File: config.mk
export PLATFORM = sky130hd
export DESIGN_NAME = topk_merge_ctrl_flat
export DESIGN_NICKNAME = d
export VERILOG_FILES = /design/src/rtl/topk_merge_ctrl_if.sv /design/src/rtl/topk_merge_ctrl.sv /design/src/flat_wrapper.sv
export SDC_FILE = /design/constraint.sdc
export NUM_CORES = 1
export LEC_CHECK = 0
export ABC_AREA = 1
export BUFFER_PORTS_ARGS = -buffer_cell sky130_fd_sc_hd__buf_4
export CAP_MARGIN = 30
export CORE_MARGIN = 2
export CORE_UTILIZATION = 45
export DETAILED_ROUTE_END_ITERATION = 16
export PLACE_DENSITY = 0.78
export SKIP_CTS_REPAIR_TIMING = 1
export SLEW_MARGIN = 25
export SYNTH_ARGS = -nofsm -noshare
export SYNTH_HDL_FRONTEND = slang
export SYNTH_SLANG_ARGS = --single-unit
File: constraint.sdc
create_clock -name clk -period 2.6 [get_ports clk]
set_clock_uncertainty 0.15 [all_clocks]
set_input_delay 0.39 -clock clk [delete_from_list [all_inputs] [get_ports clk]]
set_output_delay 0.39 -clock clk [all_outputs]
set_load 0.02 [all_outputs]
File: src/rtl/topk_merge_ctrl_if.sv
// Bundle of query control, candidate batch, sorter lane and result signals
// shared between topk_merge_ctrl (slave) and its environment (master).
interface topk_merge_ctrl_if #(
  parameter int DATA_WIDTH = 11,
  parameter int IDX_WIDTH  = 9,
  parameter int NB_WIDTH   = 4
);
  logic                  start;
  logic [NB_WIDTH-1:0]   num_batches;
  logic                  busy;
  logic                  cand_valid;
  logic                  cand_ready;
  logic [DATA_WIDTH-1:0] cand_data     [4];
  logic [IDX_WIDTH-1:0]  cand_idx      [4];
  logic                  sort_valid_in;
  logic [DATA_WIDTH-1:0] sort_data_in  [8];
  logic [IDX_WIDTH-1:0]  sort_idx_in   [8];
  logic                  sort_valid_out;
  logic [DATA_WIDTH-1:0] sort_data_out [4];
  logic [IDX_WIDTH-1:0]  sort_idx_out  [4];
  logic                  res_valid;
  logic [DATA_WIDTH-1:0] res_data      [4];
  logic [IDX_WIDTH-1:0]  res_idx       [4];
  logic                  err_timeout;

  modport slave (
    input  start, num_batches, cand_valid, cand_data, cand_idx,
           sort_valid_out, sort_data_out, sort_idx_out,
    output busy, cand_ready, sort_valid_in, sort_data_in, sort_idx_in,
           res_valid, res_data, res_idx, err_timeout
  );

  modport master (
    output start, num_batches, cand_valid, cand_data, cand_idx,
           sort_valid_out, sort_data_out, sort_idx_out,
    input  busy, cand_ready, sort_valid_in, sort_data_in, sort_idx_in,
           res_valid, res_data, res_idx, err_timeout
  );
endinterface

File: src/rtl/topk_merge_ctrl.sv
// Top-4 merge controller: feeds running best + 4 candidates to an external 8-lane sorter per batch.
// Optional WAIT watchdog enabled by defining TOPK_MERGE_TIMEOUT_EN.
module topk_merge_ctrl #(
  parameter int DATA_WIDTH = 11,
  parameter int IDX_WIDTH  = 9,
  parameter int NB_WIDTH   = 4,
  parameter int TIMEOUT    = 64
) (
  input logic              clk,
  input logic              rst,
  topk_merge_ctrl_if.slave bus
);
  // state | meaning
  // IDLE  | waiting for start
  // LOAD  | cand_ready high, waiting for a candidate batch
  // WAIT  | batch issued to sorter, waiting for its top-4
  // DONE  | publish best registers as the result
  typedef enum logic [1:0] {IDLE, LOAD, WAIT, DONE} state_t;

  state_t                state_q, state_d;
  logic [NB_WIDTH-1:0]   remaining;
  logic [DATA_WIDTH-1:0] best_data [4];
  logic [IDX_WIDTH-1:0]  best_idx  [4];
  logic                  timeout_hit;

`ifdef TOPK_MERGE_TIMEOUT_EN
  localparam int              WD_W    = $clog2(TIMEOUT + 1);
  localparam logic [WD_W-1:0] WD_LAST = WD_W'(TIMEOUT - 1);

  logic [WD_W-1:0] wd_cnt;
  logic            err_q;

  assign timeout_hit = (state_q == WAIT) && !bus.sort_valid_out && (wd_cnt == WD_LAST);

  // Counter sits at zero outside WAIT, so it starts from zero on every WAIT entry
  always_ff @(posedge clk) begin
    if (rst) begin
      wd_cnt <= '0;
      err_q  <= 1'b0;
    end else begin
      if (state_q != WAIT) wd_cnt <= '0;
      else                 wd_cnt <= wd_cnt + WD_W'(1);
      if (timeout_hit)     err_q  <= 1'b1;
    end
  end

  assign bus.err_timeout = err_q;
`else
  assign timeout_hit     = 1'b0;
  assign bus.err_timeout = 1'b0 && (TIMEOUT > 0);
`endif

  always_ff @(posedge clk) begin
    if (rst) state_q <= IDLE;
    else     state_q <= state_d;
  end

  always_comb begin
    state_d        = state_q;
    bus.busy       = (state_q != IDLE);
    bus.cand_ready = (state_q == LOAD);
    unique case (state_q)
      IDLE: if (bus.start) state_d = (bus.num_batches == '0) ? DONE : LOAD;
      LOAD: if (bus.cand_valid) state_d = WAIT;
      WAIT: begin
        if (bus.sort_valid_out) state_d = (remaining == NB_WIDTH'(1)) ? DONE : LOAD;
        else if (timeout_hit)   state_d = IDLE;
      end
      DONE:    state_d = IDLE;
      default: state_d = IDLE;
    endcase
  end

  always_ff @(posedge clk) begin
    if (rst) begin
      remaining         <= '0;
      bus.sort_valid_in <= 1'b0;
      bus.res_valid     <= 1'b0;
      for (int k = 0; k < 4; k++) begin
        best_data[k]    <= '1;
        best_idx[k]     <= '0;
        bus.res_data[k] <= '1;
        bus.res_idx[k]  <= '0;
      end
      for (int k = 0; k < 8; k++) begin
        bus.sort_data_in[k] <= '0;
        bus.sort_idx_in[k]  <= '0;
      end
    end else begin
      bus.sort_valid_in <= 1'b0;
      bus.res_valid     <= 1'b0;
      unique case (state_q)
        IDLE: if (bus.start) begin
          remaining <= bus.num_batches;
          for (int k = 0; k < 4; k++) begin
            best_data[k] <= '1;
            best_idx[k]  <= '0;
          end
        end
        LOAD: if (bus.cand_valid) begin
          bus.sort_valid_in <= 1'b1;
          for (int k = 0; k < 4; k++) begin
            bus.sort_data_in[k]     <= best_data[k];
            bus.sort_idx_in[k]      <= best_idx[k];
            bus.sort_data_in[k + 4] <= bus.cand_data[k];
            bus.sort_idx_in[k + 4]  <= bus.cand_idx[k];
          end
        end
        WAIT: if (bus.sort_valid_out) begin
          remaining <= remaining - NB_WIDTH'(1);
          for (int k = 0; k < 4; k++) begin
            best_data[k] <= bus.sort_data_out[k];
            best_idx[k]  <= bus.sort_idx_out[k];
          end
        end
        DONE: begin
          bus.res_valid <= 1'b1;
          for (int k = 0; k < 4; k++) begin
            bus.res_data[k] <= best_data[k];
            bus.res_idx[k]  <= best_idx[k];
          end
        end
        default: ;
      endcase
    end
  end
endmodule

File: src/flat_wrapper.sv
// flat-port wrapper written by rule: the top's interface ports become plain ports
module topk_merge_ctrl_flat 
#(
  parameter int DATA_WIDTH = 11,
  parameter int IDX_WIDTH  = 9,
  parameter int NB_WIDTH   = 4,
  parameter int TIMEOUT    = 64
)
  (clk, rst, bus_start, bus_num_batches, bus_cand_valid, bus_cand_data, bus_cand_idx, bus_sort_valid_out, bus_sort_data_out, bus_sort_idx_out, bus_busy, bus_cand_ready, bus_sort_valid_in, bus_sort_data_in, bus_sort_idx_in, bus_res_valid, bus_res_data, bus_res_idx, bus_err_timeout);
  topk_merge_ctrl_if #(.DATA_WIDTH(DATA_WIDTH), .IDX_WIDTH(IDX_WIDTH), .NB_WIDTH(NB_WIDTH)) bus_i ();
  input logic clk;
  input logic rst;
  input wire logic [$bits(bus_i.start)-1:0] bus_start;
  input wire logic [$bits(bus_i.num_batches)-1:0] bus_num_batches;
  input wire logic [$bits(bus_i.cand_valid)-1:0] bus_cand_valid;
  input wire logic [$bits(bus_i.cand_data)-1:0] bus_cand_data;
  input wire logic [$bits(bus_i.cand_idx)-1:0] bus_cand_idx;
  input wire logic [$bits(bus_i.sort_valid_out)-1:0] bus_sort_valid_out;
  input wire logic [$bits(bus_i.sort_data_out)-1:0] bus_sort_data_out;
  input wire logic [$bits(bus_i.sort_idx_out)-1:0] bus_sort_idx_out;
  output wire logic [$bits(bus_i.busy)-1:0] bus_busy;
  output wire logic [$bits(bus_i.cand_ready)-1:0] bus_cand_ready;
  output wire logic [$bits(bus_i.sort_valid_in)-1:0] bus_sort_valid_in;
  output wire logic [$bits(bus_i.sort_data_in)-1:0] bus_sort_data_in;
  output wire logic [$bits(bus_i.sort_idx_in)-1:0] bus_sort_idx_in;
  output wire logic [$bits(bus_i.res_valid)-1:0] bus_res_valid;
  output wire logic [$bits(bus_i.res_data)-1:0] bus_res_data;
  output wire logic [$bits(bus_i.res_idx)-1:0] bus_res_idx;
  output wire logic [$bits(bus_i.err_timeout)-1:0] bus_err_timeout;
  assign bus_i.start = bus_start;
  assign bus_i.num_batches = bus_num_batches;
  assign bus_i.cand_valid = bus_cand_valid;
  assign bus_i.cand_data = {>>{bus_cand_data}};
  assign bus_i.cand_idx = {>>{bus_cand_idx}};
  assign bus_i.sort_valid_out = bus_sort_valid_out;
  assign bus_i.sort_data_out = {>>{bus_sort_data_out}};
  assign bus_i.sort_idx_out = {>>{bus_sort_idx_out}};
  assign bus_busy = bus_i.busy;
  assign bus_cand_ready = bus_i.cand_ready;
  assign bus_sort_valid_in = bus_i.sort_valid_in;
  assign bus_sort_data_in = {>>{bus_i.sort_data_in}};
  assign bus_sort_idx_in = {>>{bus_i.sort_idx_in}};
  assign bus_res_valid = bus_i.res_valid;
  assign bus_res_data = {>>{bus_i.res_data}};
  assign bus_res_idx = {>>{bus_i.res_idx}};
  assign bus_err_timeout = bus_i.err_timeout;
  topk_merge_ctrl #(.DATA_WIDTH(DATA_WIDTH), .IDX_WIDTH(IDX_WIDTH), .NB_WIDTH(NB_WIDTH), .TIMEOUT(TIMEOUT)) u_core (.clk(clk), .rst(rst), .bus(bus_i));
endmodule
After elaboration in Yosys (flattened, before gate mapping)
Memory sizes are Yosys's and may differ from the RTL's.
Cells that the tools add are included.
{ "totals": {"mem_count": 2, "output_inout_bits": 245, "in_bits": 169, "ramBits": 80, "regBits": 248, "wordCells": 100} }
{ "mem_list": {"columns": ["name", "depth", "width", "rd", "rd_clocked_by_memory_dff", "wr", "line", "text"], "rows": [
  ["u_core.best_data", 4, 11, 4, 0, 4, "topk_merge_ctrl.sv:22", "logic [DATA_WIDTH-1:0] best_data [4];"],
  ["u_core.best_idx", 4, 9, 4, 0, 4, "topk_merge_ctrl.sv:23", "logic [IDX_WIDTH-1:0] best_idx [4];"]
]} }
{ "op_classes": {"addsub": 1, "n_reduce_logical": 8, "mux": 37, "n_bitwise": 17, "eq_ne": 7} }
{ "ops": {"columns": ["operator", "n"], "rows": [
  ["2-to-1 mux 11 bit", 8],
  ["2-to-1 mux 9 bit", 8],
  ["bitwise OR 1 bit", 16],
  ["2-to-1 mux 1 bit", 12],
  ["2-to-1 mux 2 bit", 5],
  ["2-to-1 mux 4 bit", 2],
  ["one-hot mux 2 bit (4 select lines)", 1],
  ["one-hot mux 4 bit (2 select lines)", 1],
  ["!= test 2 bit (second input constant)", 3],
  ["AND reduction 3 bit", 2],
  ["equality test 2 bit (second input constant)", 2],
  ["equality test 4 x 1 -> 1 bit (second input constant)", 1],
  ["logical NOT 4 bit", 1],
  ["nonzero test 2 bit", 2],
  ["subtractor 4 x 1 -> 4 bit (second input constant)", 1],
  ["equality test 2 x 1 -> 1 bit (second input constant)", 1],
  ["logical NOT 2 bit", 1],
  ["AND reduction 2 bit", 1],
  ["OR reduction 2 bit", 1],
  ["NOT 1 bit", 1]
]} }

Longest topological paths before layout
Gate-level depths: netlist of run 1.
{ "depth": {"ltp_word": 6, "ltp_mapped": 8, "depth_no_buf": 8} }

Least setup slack after synthesis of run 1
Ideal clock, no wire load.
{ "synth_timing": {"kind": "in2reg", "start": "input port rst", "end": "memory u_core.best_data[0][0], enable pin", "setup_slack_ns": 0.469, "stages": 5, "arrival_time_ns": 1.604, "t_required_ns": 2.073, "setup_ns": 0.377, "n_path_buf": 3, "path_cell_list": "clkbuf_1 > clkinv_1 > buf_2 > clkbuf_1 > nand2_1"} }
{ "synth_lines": {"columns": ["element", "line", "text"], "rows": [
  ["start, declared", "flat_wrapper.sv:12", "input logic rst;"],
  ["end, declared", "topk_merge_ctrl.sv:22", null]
]} }

==> results by group, run 1 <==
Status
  • Status: finished with violations
  • Failing checks: hold timing

Cells and area
  • Final nets: 1975
  • Layout cells sized above 1: 0.2856
  • Area Overhead vs Synth: 43.75%
  • Design Area, Final: 0.01664 mm^2
  • Final Util: 0.6590
  • # fillers: 2035

Clock tree
  • Clock transition at path regs: around 60 ps
  • Worst-Skew Late Latency: roughly 510 ps
  • Num CTS Buffers: 35
  • CTS tree: done
  • H-tree depth: 2
  • Maximum root-to-sink buffer count: 3
  • Clock Sinks: 328
  • Clock root buffer: clkbuf_16

STA
  • RSZ-0062 raised after global routing: false
  • Fin crit period: about 2000 ps
  • Rel. slew slack: 0.3803
  • Finish-stage setup viols: 0
  • Max Slew Vio Count: 0
  • Hold_ws: -11.55 ps
  • Setup TNS: 0 ps
  • Achievable frequency: a little over 500 MHz
  • Part of the cycle the worst path needs: 0.7604
  • Final Hold Vio Count: 13
  • Measured slew at the worst slew-check pin: between 900 and 1000 ps

Setup path
  • Setup CP Type: reg -> reg
  • CP required: 2640 ps
  • CP startpoint kind: flip-flop
  • CP bufs+invs: 3
  • WP depth: 7
  • Critical path arrival: 2020 ps
  • Worst-path fanout max: 18
  • CP most frequent cell: nand2_1
  • R2r worst-path depth: 7
  • Crit path capture type: flip-flop
  • Slowest stage delay, CP: 410 ps
  • Cell family with most CP delay: simple AND/OR/NAND/NOR gates
  • Worst reg-to-reg setup slack: approximately 620 ps
  • Worst-path cell chain: inv_1 -> nor2_2 -> nand2_1 -> nand2_1 -> inv_1 -> nand2_1 -> buf_4
  • Slowest CP cell: dfxtp_1

Global route
  • Initial antenna violation count: 3
  • First-pass GRT wire length: approximately 52000 um
  • Largest net degree at the start of global routing: around 170
  • Grt ovf: 0
  • Number of global-route vias before repair: 9799
  • Gr usage total: 0.2463

Synth
  • Synth cell count leaders: nand2_1 (463), dfxtp_1 (268), a21oi_1 (172), nor2_1 (112), nand3_1 (72)
  • Top-count cell post-synth: nand2_1
  • Post-Synthesis Cells: 1362
  • Top FF cell, synth: dfxtp_1
  • Synth warn: 0
  • Post-synth net total: 1533
  • Post-synth cell types: 20
  • Netlist area before placement: 0.01158 mm^2
  • Top post-synthesis cells by area: dfxtp_1 (46%), edfxtp_1 (16%), nand2_1 (15%)
  • Register area share after synthesis: 0.6190
  • Register bit total from synthesis: 328
  • Largest area contributor in the synthesized netlist: dfxtp_1
  • Synth Area per Inst: 8.500 um^2
  • Fraction of registers with async set/reset: 0
  • Share of the synthesized area in the top cell type: 0.4634
  • EDFF count, synth: 60

Min path
  • Hold Path Class: in -> reg
  • Hold Path Depth: 3

Detailed routing
  • Via-per-instance ratio: 5.029
  • Starting DRT DRC Count: about 830
  • Total number of vias: 10860
  • # DRC: 0
  • Post-route ant nets: 0
  • Final wirelength: 37100 um
  • WL per Instance: 17.17 um
  • Drt pass-1 iters: 5

Floorplanning
  • Die area: between 0.02 and 0.03 mm^2
  • Starting Density: 0.4584
  • Site Rows: 58
  • Die X: 164.4 um
  • Ports: 414
  • Core area: 0.02525 mm^2
  • Die H: 164.4 um

Flow run
  • Max-cap violation count: 0

Power
  • VDD IR-drop max: 513.6 uV
  • PD cells: just under 700 mW/mm^2
  • Leak pwr: 7.148 nW
  • Pwr Total: 11.42 mW

Placed design
  • Port Buffers: 412
  • Area after DPL: 0.01491 mm^2
  • Post-DP HPWL: 23830 um
  • GPL Wtd Cong: 0.8541
kinds of logic (layout without fill, tap and decap cells):
kind of cell,count (synthesis),after routing,share of synthesized area
AO/OA/AOI/OAI,212,212,0.09165
adder cells (fa/ha/maj),2,2,0.002161
buffers and inverters,134,600,0.04842
flip-flops,328,328,0.6190
other,1,3,0.0003239
AND/OR/NAND/NOR,685,685,0.2384
power breakdown:
part	switching (mW)	leakage, nW	internal [mW]
sequential	0.129	2.71	5.38
combinational	0.702	3.91	0.550
clock	2.02	0.521	2.64
total	2.85	7.15	8.57
tightest hold or removal path, stage by stage:
cell     delay [ps]
buf_4           100
nand2_1          50
a21oi_1          50
cell usage in the layout, fill, tap and decap left out, types with 38 or more instances in the layout:
cell type and instances:
dlygate4sd3_1 67, nand2_1 462, a21oi_1 172, edfxtp_1 60, inv_1 38, o21ai_0 40, nor2_1 112, dfxtp_1 268
buf_4 421, nand3_1 72
layer usage:
layer / vias to the layer above / wire, um / GRT usage
met5: - / 13 / 0
met4: 2 / 1263 / 0.09407
met2: 493 / 18670 / 0.4308
met3: 88 / 3342 / 0.06354
met1: 5037 / 13810 / 0.2906
li1: 5243 / - / -
state kept, by name (all words and copies together) (netlist names):
register	count
u_core.bus.sort_idx_in	72
u_core.best_data	44
u_core.state_q	2
u_core.bus.sort_valid_in	1
u_core.bus.res_data	44
u_core.best_idx	36
u_core.bus.res_valid	1
u_core.remaining	4
u_core.bus.sort_data_in	88
u_core.bus.res_idx	36
cell type report:
cell class | instances | area (um^2) | area share
repair buffers | 495 | 3963 | 0.2381
flip-flops and latches | 328 | 7167 | 0.4306
diodes | 2 | 5.005 | 0.0003007
well taps | 330 | 412.9 | 0.02481
clock inverters | 13 | 85.08 | 0.005112
multi-input cells | 900 | 3866 | 0.2323
clock buffers | 48 | 974.7 | 0.05857
inverters | 44 | 168.9 | 0.01015
stage by stage:
step | std cells | setup WS, ps
after floorplan | 1362 | 469.0
after global placement | 2030 | 622.0
after detailed placement | 2030 | 571.1
after CTS | 2091 | 613.9
after global routing | 2160 | 416.1
final | 2160 | 623.1
worst paths after layout:
check	endpoint	from
min reg2reg	u_core.bus.sort_idx_in[30]	u_core.bus.sort_idx_in[30]
max reg2reg	u_core.best_idx[0][2]	u_core.state_q[1]
min	u_core.bus.sort_data_in[21]	bus_cand_data[21]
max	u_core.best_idx[0][2]	u_core.state_q[1]
Power figures use the tool's default switching activity.
==> inputs of run 2 (changes only) <==
Settings changed: PLACE_DENSITY 0.78 to 0.81.
Clock period 2.6 ns to 1.72 ns, I/O delays scaled along.
==> results by group, run 2 (synthesis results as in run 1) <==
Power
  • PD cells: 994.4 mW/mm^2 (+45%)
  • VDD IR-drop max: 792.2 uV (+54%)
  • Combinational group share of total power: 0.127 (+0.017)
  • Internal power: 13.54 mW (+58%)
  • Net Sw Power: 4.447 mW (+56%)
  • Leak pwr: 7.735 nW (+8.2%)
  • Switching share of power: 0.2473 (-0.001958)
  • Reg power frac: 0.463 (-0.019)
  • Pwr Total: 17.99 mW (+58%)
  • Clock network fraction of design power: 0.410 (+0.002)

Detailed routing
  • Final wirelength: 41150 um (+11%)
  • Starting DRT DRC Count: 880 (+6.5%)
  • Via-per-instance ratio: 5.078 (+0.98%)
  • WL per Instance: 18.02 um (+4.9%)
  • Total number of vias: 11590 (+6.7%)
  • # DRC: 0 (unchanged)
  • Drt pass-1 iters: 6 (+1)
  • Post-route ant nets: 0 (unchanged)

STA
  • Final setup margin: -101.8 ps (-724.9 ps)
  • Hold_ws: -16.14 ps (-4.586 ps)
  • RSZ-0062 raised after global routing: true
  • Finish-stage setup viols: 2 (+2)
  • Final Hold Vio Count: 1 (-12)
  • Fin crit period: 1822 ps (-155.1 ps)
  • Achievable frequency: 548.9 MHz (+8.5%)
  • Setup TNS: -173.0 ps (-173.0 ps)
  • Part of the cycle the worst path needs: 1.059 (+0.2988)
  • Rel. slew slack: 0.5626 (+0.1823)
  • Max Slew Vio Count: 0 (unchanged)
  • Measured slew at the worst slew-check pin: 656.1 ps (-273.4 ps)

Flow run
  • Max-cap violation count: 0 (unchanged)

Status
  • Status: finished with violations
  • Failing checks: hold timing, setup timing

Cells and area
  • Largest register FFs: 88 (unchanged)
  • Final nets: 2093 (+6.0%)
  • Non-Filler Instances: 2283 (+5.7%)
  • Layout cells sized above 1: 0.2875 (+0.001916)
  • Commonest non-fill, non-tap cell in the layout: nand2_1
  • Area Overhead vs Synth: 56.23%
  • Registers with the most flip-flops: u_core.bus.sort_data_in (88), u_core.bus.sort_idx_in (72)
  • Most flop-heavy register: u_core.bus.sort_data_in
  • Most frequent cells in the layout: nand2_1 (457), buf_4 (430), dfxtp_1 (266)

Clock tree
  • Maximum root-to-sink buffer count: 3 (unchanged)
  • H-tree depth: 2 (unchanged)
  • Clock transition at path regs: 60 ps (about the same)
  • Clock Sinks: 328 (unchanged)
  • Num CTS Buffers: 35 (unchanged)
  • Worst-Skew Late Latency: 500 ps (about the same)
  • CTS tree: done
  • Clock root buffer: clkbuf_16

Setup path
  • Slowest stage delay, CP: 390 ps (-20 ps)
  • Slowest CP cell: dfxtp_4
  • Worst-path cell chain: inv_2 -> nor2_4 -> buf_4 -> nand2_8 -> inv_4 -> buf_12 -> nand2_1 -> a21oi_1
  • Worst reg2reg startpoint: u_core.state_q[0]
  • Setup CP Type: reg -> reg
  • Crit path capture type: flip-flop
  • Worst Setup SP: u_core.state_q[0]
  • CP required: 1960 ps (-680 ps)
  • Critical path arrival: 2060 ps (+40 ps)
  • CP startpoint kind: flip-flop
  • Worst-path fanout max: 54 (+36)

Floorplanning
  • Ports: 414 (unchanged)
  • Die X: 164.4 um (unchanged)
  • Die H: 164.4 um (unchanged)
  • Core area: 0.02525 mm^2 (unchanged)
  • Die area: 0.02703 mm^2 (unchanged)
  • Site Rows: 58 (unchanged)
  • Starting Density: 0.4584 (unchanged)

Placed design
  • GPL Wtd Cong: 0.8895 (+4.1%)
  • Post-DP HPWL: 24430 um (+2.5%)
  • Inst Count DP: 2044 (+0.69%)
  • Port Buffers: 412 (unchanged)

Global route
  • First-pass GRT wire length: 52450 um (about the same)
  • Number of global-route vias before repair: 10090 (+3.0%)
  • Initial antenna violation count: 4 (+1)
  • Grt ovf: 0 (unchanged)
  • Largest net degree at the start of global routing: 119 (-28%)
  • Gr usage total: 0.2486 (+0.002317)

Min path
  • Min-delay src: bus_num_batches[2]
  • Hold Path Class: in -> reg
-- run 2: changes by cell type in the layout (fill, tap and decap cells not counted), moves of 4 or more --
cell,change
clkbuf_16,+4
buf_12,+4
inv_6,-4
nand2_1,-5
dlygate4sd3_1,+98
buf_4,+9
nand2_8,+6
-- run 2: layer usage --
metal | vias up | share of wire | global-route usage
met3 | 129 | 0.081 | 0.05625
met2 | 603 | 0.50 | 0.4355
met5 | - | 0 | 0
li1 | 5481 | - | -
met1 | 5381 | 0.37 | 0.2937
met4 | 0 | 0.044 | 0.1047
-- run 2: path summary, 6_finish.rpt --
kind	end	slack [ps]	cells past startpoint
worst min register to register	u_core.bus.sort_data_in[17]	320	2
worst max-delay path	u_core.bus.sort_idx_in[64]	-100	8
worst min-delay path	u_core.remaining[2]	-20	5
worst max register to register	u_core.bus.sort_idx_in[64]	-100	8
-- run 2: layout make-up --
class | instances | area, um^2
sequential | 328 | 7174
fill | 1727 | 7167
timing repair buffer | 610 | 5169
multi-input combinational | 903 | 4010
clock buffer | 54 | 1082
tap | 330 | 412.9
inverter | 44 | 172.7
clock inverter | 9 | 53.80
antenna | 5 | 12.51
-- run 2: power groups by stage --
stage / Combinational (mW) / Sequential [mW] / Clock (mW)
floorplan: 0.668 / 8.68 / 0
global placement: 1.78 / 8.47 / 0
detailed placement: 1.82 / 8.48 / 0
CTS: 1.82 / 8.32 / 7.46
global route: 2.43 / 8.35 / 7.78
finish: 2.28 / 8.33 / 7.38
-- run 2: per-stage QoR --
step                instance area [um^2]    util  hold WS, ps  worst slack (ps)
CTS                                16230  0.6428       -204.7            -190.0
floorplan                          11600       -        234.3             11.42
global route                       18080  0.7161        6.316            -171.6
detailed placement                 15100  0.5978        306.1            -36.51
global placement                   15100  0.5978        301.9             1.629
finish                             18090  0.7162       -16.14            -101.8
-- run 2: critical path, delay by kind of cell, from the launching register on --
kind	cells	cell delay (ps)
flops	1	390
buf+inv	4	570
simple gates	3	290
compound gates	1	290
==> inputs of run 3 (changes only) <==
==> constraint.sdc (replaced) <==
create_clock -name clk -period 1.72 [get_ports clk]
set_clock_uncertainty 0.15 [all_clocks]
set_input_delay 0.086 -clock clk [delete_from_list [all_inputs] [get_ports clk]]
set_output_delay 0.086 -clock clk [all_outputs]
set_load 0.02 [all_outputs]
==> results by group, run 3 (synthesis results as in run 1) <==
Status
  • Status: finished with violations
  • Failing checks: setup timing

Power
  • VDD IR-drop max: 735.5 uV (-7.1%)
  • Leak pwr: 7.716 nW (-0.25%)
  • PD cells: 1016 mW/mm^2 (+2.2%)

Setup path
  • Worst reg2reg startpoint: u_core.state_q[0]
  • Worst reg-to-reg setup slack: -20 ps (+80 ps)
  • Critical path arrival: 1990 ps (-70 ps)
  • Setup CP Type: reg -> reg
  • R2r worst-path depth: 7 (-1)
  • Reg2Reg Capture Point: u_core.bus.sort_data_in[30]
  • CP startpoint kind: flip-flop
  • CP required: 1960 ps (about the same)
  • Worst Setup EP: u_core.bus.sort_data_in[30]
  • Worst-path fanout max: 59 (+9.3%)
  • Crit path capture type: flip-flop
  • Worst Setup SP: u_core.state_q[0]

Detailed routing
  • Via-per-instance ratio: 5.095 (+0.33%)
  • WL per Instance: 17.95 um (-0.40%)
  • Post-route ant nets: 0 (unchanged)
  • Drt pass-1 iters: 5 (-1)
  • # DRC: 0 (unchanged)
  • Total number of vias: 11590 (-0.026%)
  • Final wirelength: 40840 um (-0.75%)
  • Starting DRT DRC Count: 907 (+3.1%)

Placed design
  • Area after DPL: 0.01508 mm^2 (about the same)
  • GPL Wtd Cong: 0.8495 (-4.5%)
  • Port Buffers: 412 (unchanged)
  • Inst Count DP: 2042 (-0.098%)
  • Post-DP HPWL: 24270 um (-0.66%)

Global route
  • Gr usage total: 0.2461 (-0.002490)
  • Number of global-route vias before repair: 9982 (-1.1%)
  • Grt ovf: 0 (unchanged)
  • Initial antenna violation count: 4 (unchanged)
  • Largest net degree at the start of global routing: 103 (-13%)
  • First-pass GRT wire length: 52360 um (-0.18%)

Floorplanning
  • Starting Density: 0.4584 (unchanged)
  • Site Rows: 58 (unchanged)
  • Die area: 0.02703 mm^2 (unchanged)
  • Core area: 0.02525 mm^2 (unchanged)
  • Die X: 164.4 um (unchanged)
  • Die H: 164.4 um (unchanged)
  • Ports: 414 (unchanged)

Cells and area
  • Final nets: 2088 (-0.24%)
  • Final Util: 0.7116 (-0.004657)
  • Layout cells sized above 1: 0.2782 (-0.009267)
  • Non-Filler Instances: 2275 (-0.35%)
  • Most flop-heavy register: u_core.bus.sort_data_in
  • Area Overhead vs Synth: 55.21%
  • Largest register FFs: 88 (unchanged)
  • Most frequent cells in the layout: nand2_1 (462), buf_4 (426), dfxtp_1 (266)
  • Design Area, Final: 0.01797 mm^2 (-0.65%)
  • Commonest non-fill, non-tap cell in the layout: nand2_1
  • Registers with the most flip-flops: u_core.bus.sort_data_in (88), u_core.bus.sort_idx_in (72)

Clock tree
  • CTS tree: done
  • Worst-Skew Late Latency: 500 ps (about the same)
  • Clock transition at path regs: 60 ps (about the same)
  • H-tree depth: 2 (unchanged)
  • Clock root buffer: clkbuf_16
  • Clock Sinks: 328 (unchanged)
  • Num CTS Buffers: 35 (unchanged)
  • Maximum root-to-sink buffer count: 3 (unchanged)

STA
  • Achievable frequency: 573.4 MHz (+4.5%)
  • Fin crit period: 1744 ps (-77.86 ps)
  • Hold_ws: 194.0 ps (+210.1 ps)
  • Rel. slew slack: 0.4864 (-0.07617)
  • Part of the cycle the worst path needs: 1.014 (-0.04527)
  • Finish-stage setup viols: 1 (-1)
  • Measured slew at the worst slew-check pin: 770.4 ps (+114.3 ps)
  • Setup TNS: -23.94 ps (+149.1 ps)
  • Max Slew Vio Count: 0 (unchanged)
  • Final Hold Vio Count: 0 (-1)
  • Final setup margin: -23.94 ps (+77.86 ps)

Flow run
  • Max-cap violation count: 0 (unchanged)

Min path
  • Hold Path Class: in -> reg
## run 3: cell count changes in the layout (fill, tap and decap cells not counted), moves of 3 or more
cell and delta:
dlygate4sd3_1 +3, buf_12 +3, nand2_1 +5, nand2_8 -6, bufinv_16 +4, buf_4 -4
## run 3: critical path, cell delays in order, from the launching register on
cell	delay, ps
dfxtp_2	380
inv_2	70
nor2_4	150
nand2_8	90
inv_4	100
buf_12	240
nand2_1	170
a21oi_1	250
## run 3: area by class of cell
class | instances | area, um^2
Antenna cell | 4 | 10.01
Clock buffer | 50 | 1025
Clock inverter | 11 | 155.1
Fill cell | 1713 | 7284
Inverter | 44 | 172.7
Multi-Input combinational cell | 900 | 3874
Sequential cell | 328 | 7169
Tap cell | 330 | 412.9
Timing Repair Buffer | 608 | 5151
## run 3: layer usage
layer | routed length [um] | up-vias | global-route usage
met5 | 0 | - | 0
met4 | 1635 | 0 | 0.1047
met3 | 3493 | 116 | 0.07534
met2 | 20710 | 586 | 0.4249
met1 | 15000 | 5421 | 0.2830
li1 | - | 5468 | -
## run 3: through the flow
step / power [mW] / setup slack [ps]
after floorplan: 9.340 / -194.8
after global placement: 10.26 / 103.5
after detailed placement: 10.30 / -10.78
after CTS: 17.96 / -27.55
after global routing: 18.82 / -93.07
final: 18.26 / -23.94
## run 3: how the worst min path moves through the flow
stage / endpoint / depth (start not counted) / startpoint / slack (ps)
final: u_core.best_data[2][8] / 4 / bus_sort_data_out[19] / 190
after global placement: u_core.best_data[2][8] / 3 / bus_sort_data_out[19] / 150
after detailed placement: u_core.best_data[2][3] / 3 / bus_sort_data_out[14] / 150
after floorplan: u_core.best_data[2][10] / 2 / bus_sort_data_out[21] / 60
after global routing: u_core.best_data[2][8] / 4 / bus_sort_data_out[19] / 200
after CTS: u_core.best_data[2][3] / 3 / bus_sort_data_out[14] / -370
## run 3: power breakdown
group	internal, mW	leakage, nW	switching [mW]
combinational	1.03	4.43	1.17
clock	4.74	0.577	2.99
sequential	8.13	2.71	0.199
total	13.9	7.72	4.36
